**src/rtl/imem_loader.sv**
```systemverilog
`default_nettype none
// =============================================================================
// Module   : imem_loader
// Purpose  : Writes a framed byte stream into instruction memory as 32-bit words
//            and holds the core in reset until the checksum of the image matches.
// Revision : 1.0  initial release
// =============================================================================
module imem_loader #(
    parameter int ADDR_WIDTH = 8
) (
    input  logic                  clk,
    input  logic                  rst,
    input  logic                  start,
    input  logic [7:0]            in_data,
    input  logic                  in_valid,
    output logic                  in_ready,
    output logic                  imem_we,
    output logic [ADDR_WIDTH-1:0] imem_addr,
    output logic [31:0]           imem_wdata,
    output logic                  core_hold,
    output logic                  load_done,
    output logic                  load_err
);

    localparam logic [2:0] S_IDLE  = 3'd0;
    localparam logic [2:0] S_HDR0  = 3'd1;
    localparam logic [2:0] S_HDR1  = 3'd2;
    localparam logic [2:0] S_DATA  = 3'd3;
    localparam logic [2:0] S_CSUM  = 3'd4;
    localparam logic [2:0] S_DONE  = 3'd5;
    localparam logic [2:0] S_ERROR = 3'd6;

    localparam logic [16:0]           C_MAX_WORDS = 17'd1 << ADDR_WIDTH;
    localparam logic [ADDR_WIDTH-1:0] C_ADDR_ONE  = {{(ADDR_WIDTH-1){1'b0}}, 1'b1};

    logic [2:0]            state_q,      state_d;
    logic [7:0]            cnt_lo_q,     cnt_lo_d;
    logic [15:0]           words_left_q, words_left_d;
    logic [1:0]            byte_cnt_q,   byte_cnt_d;
    logic [23:0]           shift_q,      shift_d;
    logic [7:0]            csum_q,       csum_d;
    logic [ADDR_WIDTH-1:0] waddr_q,      waddr_d;
    logic                  imem_we_q,    imem_we_d;
    logic [ADDR_WIDTH-1:0] imem_addr_q,  imem_addr_d;
    logic [31:0]           imem_wdata_q, imem_wdata_d;

    logic        accept;
    logic        start_ok;
    logic        word_last_byte;
    logic [15:0] hdr_count;

    assign accept         = in_valid && in_ready;
    assign start_ok       = start && ((state_q == S_IDLE) || (state_q == S_DONE) ||
                                      (state_q == S_ERROR));
    assign word_last_byte = (byte_cnt_q == 2'd3);
    assign hdr_count      = {in_data, cnt_lo_q};

    // -------------------------------------------------------------------------
    // State and datapath registers
    // -------------------------------------------------------------------------
    always_ff @(posedge clk or negedge rst) begin
        if (!rst) begin
            state_q      <= S_IDLE;
            cnt_lo_q     <= 8'd0;
            words_left_q <= 16'd0;
            byte_cnt_q   <= 2'd0;
            shift_q      <= 24'd0;
            csum_q       <= 8'd0;
            waddr_q      <= '0;
            imem_we_q    <= 1'b0;
            imem_addr_q  <= '0;
            imem_wdata_q <= 32'd0;
        end else begin
            state_q      <= state_d;
            cnt_lo_q     <= cnt_lo_d;
            words_left_q <= words_left_d;
            byte_cnt_q   <= byte_cnt_d;
            shift_q      <= shift_d;
            csum_q       <= csum_d;
            waddr_q      <= waddr_d;
            imem_we_q    <= imem_we_d;
            imem_addr_q  <= imem_addr_d;
            imem_wdata_q <= imem_wdata_d;
        end
    end

    // -------------------------------------------------------------------------
    // Next-state logic
    // -------------------------------------------------------------------------
    always_comb begin
        state_d = state_q;
        case (state_q)
            S_IDLE, S_DONE, S_ERROR: begin
                if (start_ok) begin
                    state_d = S_HDR0;
                end
            end
            S_HDR0: begin
                if (accept) begin
                    state_d = S_HDR1;
                end
            end
            S_HDR1: begin
                if (accept) begin
                    if (hdr_count == 16'd0) begin
                        state_d = S_CSUM;
                    end else if ({1'b0, hdr_count} > C_MAX_WORDS) begin
                        state_d = S_ERROR;
                    end else begin
                        state_d = S_DATA;
                    end
                end
            end
            S_DATA: begin
                if (accept && word_last_byte && (words_left_q == 16'd1)) begin
                    state_d = S_CSUM;
                end
            end
            S_CSUM: begin
                if (accept) begin
                    state_d = (in_data == csum_q) ? S_DONE : S_ERROR;
                end
            end
            default: state_d = S_IDLE;
        endcase
    end

    // -------------------------------------------------------------------------
    // Datapath: header capture, word assembly, running XOR, memory write
    // -------------------------------------------------------------------------
    always_comb begin
        cnt_lo_d     = cnt_lo_q;
        words_left_d = words_left_q;
        byte_cnt_d   = byte_cnt_q;
        shift_d      = shift_q;
        csum_d       = csum_q;
        waddr_d      = waddr_q;
        imem_we_d    = 1'b0;
        imem_addr_d  = imem_addr_q;
        imem_wdata_d = imem_wdata_q;

        if (start_ok) begin
            byte_cnt_d  = 2'd0;
            csum_d      = 8'd0;
            waddr_d     = '0;
            imem_addr_d = '0;
        end

        if (accept) begin
            case (state_q)
                S_HDR0: cnt_lo_d = in_data;
                S_HDR1: words_left_d = hdr_count;
                S_DATA: begin
                    csum_d     = csum_q ^ in_data;
                    byte_cnt_d = byte_cnt_q + 2'd1;
                    // Bytes arrive LSB first, so shift them in from the top.
                    if (word_last_byte) begin
                        imem_we_d    = 1'b1;
                        imem_addr_d  = waddr_q;
                        imem_wdata_d = {in_data, shift_q};
                        waddr_d      = waddr_q + C_ADDR_ONE;
                        words_left_d = words_left_q - 16'd1;
                    end else begin
                        shift_d = {in_data, shift_q[23:8]};
                    end
                end
                default: ;
            endcase
        end
    end

    // -------------------------------------------------------------------------
    // Outputs
    // -------------------------------------------------------------------------
    always_comb begin
        in_ready  = 1'b0;
        core_hold = 1'b1;
        load_done = 1'b0;
        load_err  = 1'b0;
        case (state_q)
            S_HDR0, S_HDR1, S_DATA, S_CSUM: in_ready = 1'b1;
            S_DONE: begin
                core_hold = 1'b0;
                load_done = 1'b1;
            end
            S_ERROR: load_err = 1'b1;
            default: ;
        endcase
    end

    assign imem_we    = imem_we_q;
    assign imem_addr  = imem_addr_q;
    assign imem_wdata = imem_wdata_q;

endmodule
`default_nettype wire

```
**config.mk**
```make
export PLATFORM = sky130hd
export DESIGN_NAME = imem_loader
export DESIGN_NICKNAME = d
export VERILOG_FILES = /design/src/rtl/imem_loader.sv
export SDC_FILE = /design/constraint.sdc
export NUM_CORES = 1
export LEC_CHECK = 0
export BUFFER_PORTS_ARGS = -buffer_cell sky130_fd_sc_hd__clkbuf_2
export CAP_MARGIN = 20
export CORE_MARGIN = 2
export CORE_UTILIZATION = 35
export DETAILED_ROUTE_END_ITERATION = 7
export GPL_TIMING_DRIVEN = 0
export MAX_ROUTING_LAYER = met4
export SYNTH_ARGS = -nofsm -noshare
export SYNTH_HDL_FRONTEND = slang
export SYNTH_SLANG_ARGS = --single-unit
```
**constraint.sdc**
```tcl
create_clock -name clk -period 2.65 [get_ports clk]
set_clock_uncertainty 0.15 [all_clocks]
set_input_delay 0.53 -clock clk [delete_from_list [all_inputs] [get_ports clk]]
set_output_delay 0.53 -clock clk [all_outputs]
set_load 0.01 [all_outputs]
```
======== Word level (Yosys, flattened, before mapping) ========
Index checks and enable logic that the tools add are counted.
word-level totals
  register bits ........................... 110
  latch bits .............................. 0
  memory bits (writable) .................. 0
  ROM bits ................................ 0
  input bits .............................. 12
  output and inout bits ................... 45
  memories ................................ 0
cells by class
  add/sub/neg operators ................... 3
  multiply operators ...................... 0
  divide/modulo/power cells ............... 0
  order comparisons ....................... 1
  equal/unequal tests ..................... 15
  shifts and indexed selects .............. 0
  mux-type cells .......................... 32
  bitwise gates (word level) .............. 2
  reduce and logical (&&, ||, !) cells .... 16
operators with widths
  operator                 count
  $mux W8                  11
  $pmux W16 S2             1
  $mux W3                  7
  $eq A16 B1 Y1 const B    1
  $gt A16 B9 Y1 const B    1
  $logic_not A16 Y1        1
  $mux W16                 1
  $sub A16 B1 Y16 const B  1
  $pmux W3 S5              1
  $ne A2 B2 Y1 const B     6
  $eq A3 B3 Y1 const B     3
  $reduce_and A3 Y1        3
  $add A8 B1 Y8 const B    1
  $eq A8 B8 Y1             1
  $mux W2                  4
  $xor A8 B8 Y8            1
  $mux W1                  7
  $eq A3 B2 Y1 const B     2
  $reduce_and A5 Y1        1
  $logic_and A1 B1 Y1      4
  $reduce_or A4 Y1         1
  $eq A3 B1 Y1 const B     1
  $logic_not A3 Y1         1
  $reduce_or A3 Y1         1
  6 further kinds          7

======== Longest topological paths before layout ========
  depth after elaboration ................. 8
  gate-level depth with buffers ........... 8

======== Worst setup path after synthesis ========
No wires, ideal clock.
  path type ............................... input-to-reg
  start ................................... input in_data[2]
  end ..................................... register state_q[1]
  arrival time ............................ 2277 ps
  required time ........................... 2376 ps
  slack ................................... 99 ps
  stages on the path ...................... 6
  cells stage by stage .................... buf_2 or4_1 or4_1 or4_1 a32oi_1 nand2_1
between the ends
  cells in the longest elaborated chain, start to end .. 4
  elaborated cells between the ends (all ways) .. 7
  classes of those cells .................. 1 x eq/ne; 5 x mux; 1 x reduce/logical
RTL lines
  element                                            line      RTL
  from (decl)                                        14        input logic [7:0] in_data,
  $eq A8 B8 Y1 or $logic_not A16 Y1 (tied branches)  121, 105
  $mux W2 or $mux W3 (tied branches)                 121, 105
  $mux W3 (on tied branches)                         120, 104
  $pmux W3 S5 *                                      92        case (state_q)
  to (signal assigned)                               74        state_q <= state_d;
  to (decl)                                          36        logic [2:0] state_q, state_d;
Mark *: on every way between the ends. The rest lies on a longest branch, timed or not. The select of a mux whose other input is x is not followed.
A chain may end at the register's enable or synchronous reset.

======== Worst setup path in the final report ========
  start ................................... register words_left_q[8]
  end ..................................... register state_q[2]
between the ends
  cells in the longest elaborated chain, start to end .. 4
RTL lines
  element                      line  RTL
  from (decl)                  38    logic [15:0] words_left_q, words_left_d;
  from (signal assigned)       76    words_left_q <= words_left_d;
  $eq A16 B1 Y1                115   if (accept && word_last_byte && (words_left_q == 16'd1)) begin
  $logic_and A1 B1 Y1          115
  $ne A2 B2 Y1 (no line)       --
  $reduce_and A5 Y1 (no line)  --
No other way between the ends.

==> impl_results.md <==
- CP required: 2.75 ns
- DIE AREA: ~15000 um^2
- Kind of start point of the critical path: register
- Int Pwr: about 4000 uW
- CTS Sinks: 110
- Clock Pin Slew Worst Setup and Hold Paths: 0.08 ns
- Syn Inst Count: between 500 and 600
- Share of cells above drive strength 1: 19.52%
- Row cnt: 43
- Post-synth top cells: nand2_1 (136), dfrtp_1 (110), o21ai_0 (38)
- Wirelength, routed: 12.02 mm
- Synth Warn #: 0
- Seq/Total Area, Yosys: a little under three fifths
- Lkg Pwr: roughly 0.0028 uW
- Via Count: slightly below 4000
- Max frequency: slightly below 400 MHz
- Longest Clk Path Bufs: 2
- Vias in the first global route: 3892
- Starting DRT DRC Count: between 300 and 400
- Reg-to-reg endpoint: state_q[2]
- Top-count cell post-synth: nand2_1
- All-Layer GR Usage: around 17%
- N_diodes: 0
- Pwr per Cell Area: about 1100 nW/um^2
- First-pass GRT wire length: ~20 mm
- Layout Area Growth over Synthesis: 16.52%
- Slew Viols, Final: 0
- Sw frac: between 30% and 40%
- Syn_area_per_cell: roughly 9.7 um^2
- Port Buffers: between 50 and 60
- Tmin final: roughly 2.5 ns
- # placed instances: roughly 750
- Initial Util: between 30% and 40%
- Total grt overflow: 0
- Post-Syn Area: between 4000 and 5000 um^2
- R2r worst-path depth: 4
- DP Wirelength: 8.287 mm
- Setup violators final: 0
- Critical-path maximum fanout: 7
- Largest net degree at the start of global routing: ~110
- Distinct cell type count after synthesis: between 40 and 50
- Status: finished, final reports clean
- RSZ-0062 raised after global routing: no
- Hold WC Path Type: in2async
- Yosys reg bits: 110
- Max cap viols: 0
- Routed Antenna Nets: 0
- Tot Pwr: between 6000 and 7000 uW
- Clock Root Buffer: clkbuf_16
- Crit. End Element: register
- Die W: around 120 um
- Final Wtd Congestion: 0.8516
- CTS tree: built
- R2R setup slack: 0.13 ns
- Largest area contributor in the netlist: dfrtp_1
- IO Pins: 57
- WS Path Type: reg2reg
- Main synth FF type: dfrtp_1
- Fin crit share: between 90% and 100%
- Die Y: ~120 um
- Non-filler cells in the finished layout: 764
- Post-synth ARST share: between 90% and 100%
- Core footprint: between 10000 and 15000 um^2
- Vias/cell: 5.153
- Slew of the pin with the lowest slew margin: 1.064 ns
- Max VDD drop: approximately 650 uV
- # H-tree levels: 3
- Arrival @ worst endpoint: 2.62 ns
- Wire length per cell: ~16 um
- Clk pwr share: 22.9%
- Share of the synthesized area in the top cell type: roughly 55%
- Num CTS Buffers: 9
- Reg power frac: between 40% and 50%
- Mapped Nets: about 530
- Number of flops mapped to enable cells by yosys: 0
- NetSw: between 2000 and 2500 uW
- Worst slew margin: between 20% and 30%
- Top post-synthesis cells by area: dfrtp_1 (55%), nand2_1 (10%), mux2_2 (7.2%)
- Clk_lat worst skew: between 0.3 and 0.4 ns
- Fin. Hold Viols: 0
- Gate power share: 32.0%
- DRC violations left: 0
- Final net count: a little under 600
- Initial antenna violation count: 0
- FF-to-FF Start: words_left_q[8]
- DRT Pass-1 Iters: 4
-- metal layers --
metal | up-vias | part of all wire, % | GRT usage [%]
met4 | 0 | 1.7 | 7.031
met5 | - | 0 | -
met3 | 14 | 3.7 | 2.306
li1 | 1894 | - | -
met2 | 86 | 48 | 26.30
met1 | 1943 | 47 | 23.25
-- critical path, stage by stage, from the launching register on --
cell and delay, ns:
dfrtp_1 0.44, nor4_1 0.74, nor4b_2 0.56, a22oi_1 0.18
o41ai_1 0.33
-- metrics by stage --
stage | hold WS, ns | area (um^2) | worst slack (ns) | util [%] | setup TNS (ns)
after floorplan | 0.08441 | 4982 | 0.09886 | - | 0
after global placement | 0.3106 | 5463 | -0.7176 | 39.35 | -78.03
after detailed placement | 0.3095 | 5472 | -0.1732 | 39.42 | -0.2263
after CTS | 0.1849 | 5789 | 0.01891 | 41.71 | 0
after global routing | 0.2092 | 5806 | 0.009011 | 41.82 | 0
final | 0.1415 | 5806 | 0.1312 | 41.82 | 0
-- flip-flops by register name, indices dropped and copies added (netlist names) --
| register | flops |
|---|---|
| words_left_q | 16 |
| state_q | 3 |
| byte_cnt_q | 2 |
| waddr_q | 8 |
| csum_q | 8 |
| imem_wdata | 32 |
| imem_addr | 8 |
| cnt_lo_q | 8 |
| shift_q | 24 |
| imem_we | 1 |
-- cells by family after synthesis --
family                     share of synthesized area [%]
and+or+nand+nor                                    20.69
DFF                                                55.25
AOI/OAI and AO/OA                                  10.40
buffers and inverters                              3.491
muxes                                              7.233
xor gates and xnor gates                           1.934
adders and majority gates                          1.005
-- layout by cell type (no fill, tap or decap), drive strengths merged, types with 2 or more instances in the layout --
master / n
a32oi: 3
o21ai: 38
nand4: 4
inv: 14
o41ai: 2
a21oi: 23
a31oi: 2
o31a: 2
xnor2: 5
nor4: 8
dfrtp: 110
mux2: 32
nand3: 18
nor3: 4
nand2b: 2
or4: 5
ha: 4
o22a: 4
nand4b: 2
and2: 2
a22oi: 4
or3: 3
nand2: 136
clkinvlp: 2
buf: 10
clkbuf: 81
nor2b: 6
xor2: 6
and3: 3
nor2: 32
o211ai: 2
-- repair_timing --
item	in CTS	in global routing
resized for setup	3	1
setup endpoints to repair	31	64
hold buffers	0	0
pin swaps	0	1
buffers inserted	0	2
-- how the worst max path moves through the flow --
stage | start | end | slack [ns]
floorplan | in_data[2] | state_q[1] | 0.1
global placement | rst | imem_addr[1] | -0.72
detailed placement | in_data[3] | state_q[1] | -0.17
CTS | state_q[0] | waddr_q[7] | 0.02
global route | words_left_q[2] | words_left_q[13] | 0.009
finish | words_left_q[8] | state_q[2] | 0.13
-- final cells by class --
class                      instances  area, um^2
multi-input combinational        365        2063
inverter                          11       41.29
buffer                            29       131.4
fill                            1350        8075
tap                              180       225.2
timing repair buffer              53       279.0
clock buffer                       9       225.2
sequential                       110        2753
clock inverter                     7       87.58
-- power by group through the flow --
stage               Sequential (uW)  Combinational (uW)  Clock (uW)
floorplan                      2750                1310           0
global placement               2770                1930           0
detailed placement             2800                1980           0
CTS                            2770                1990        1460
global route                   2880                2230        1530
finish                         2790                1980        1420
(Power assumes the default switching activity.)
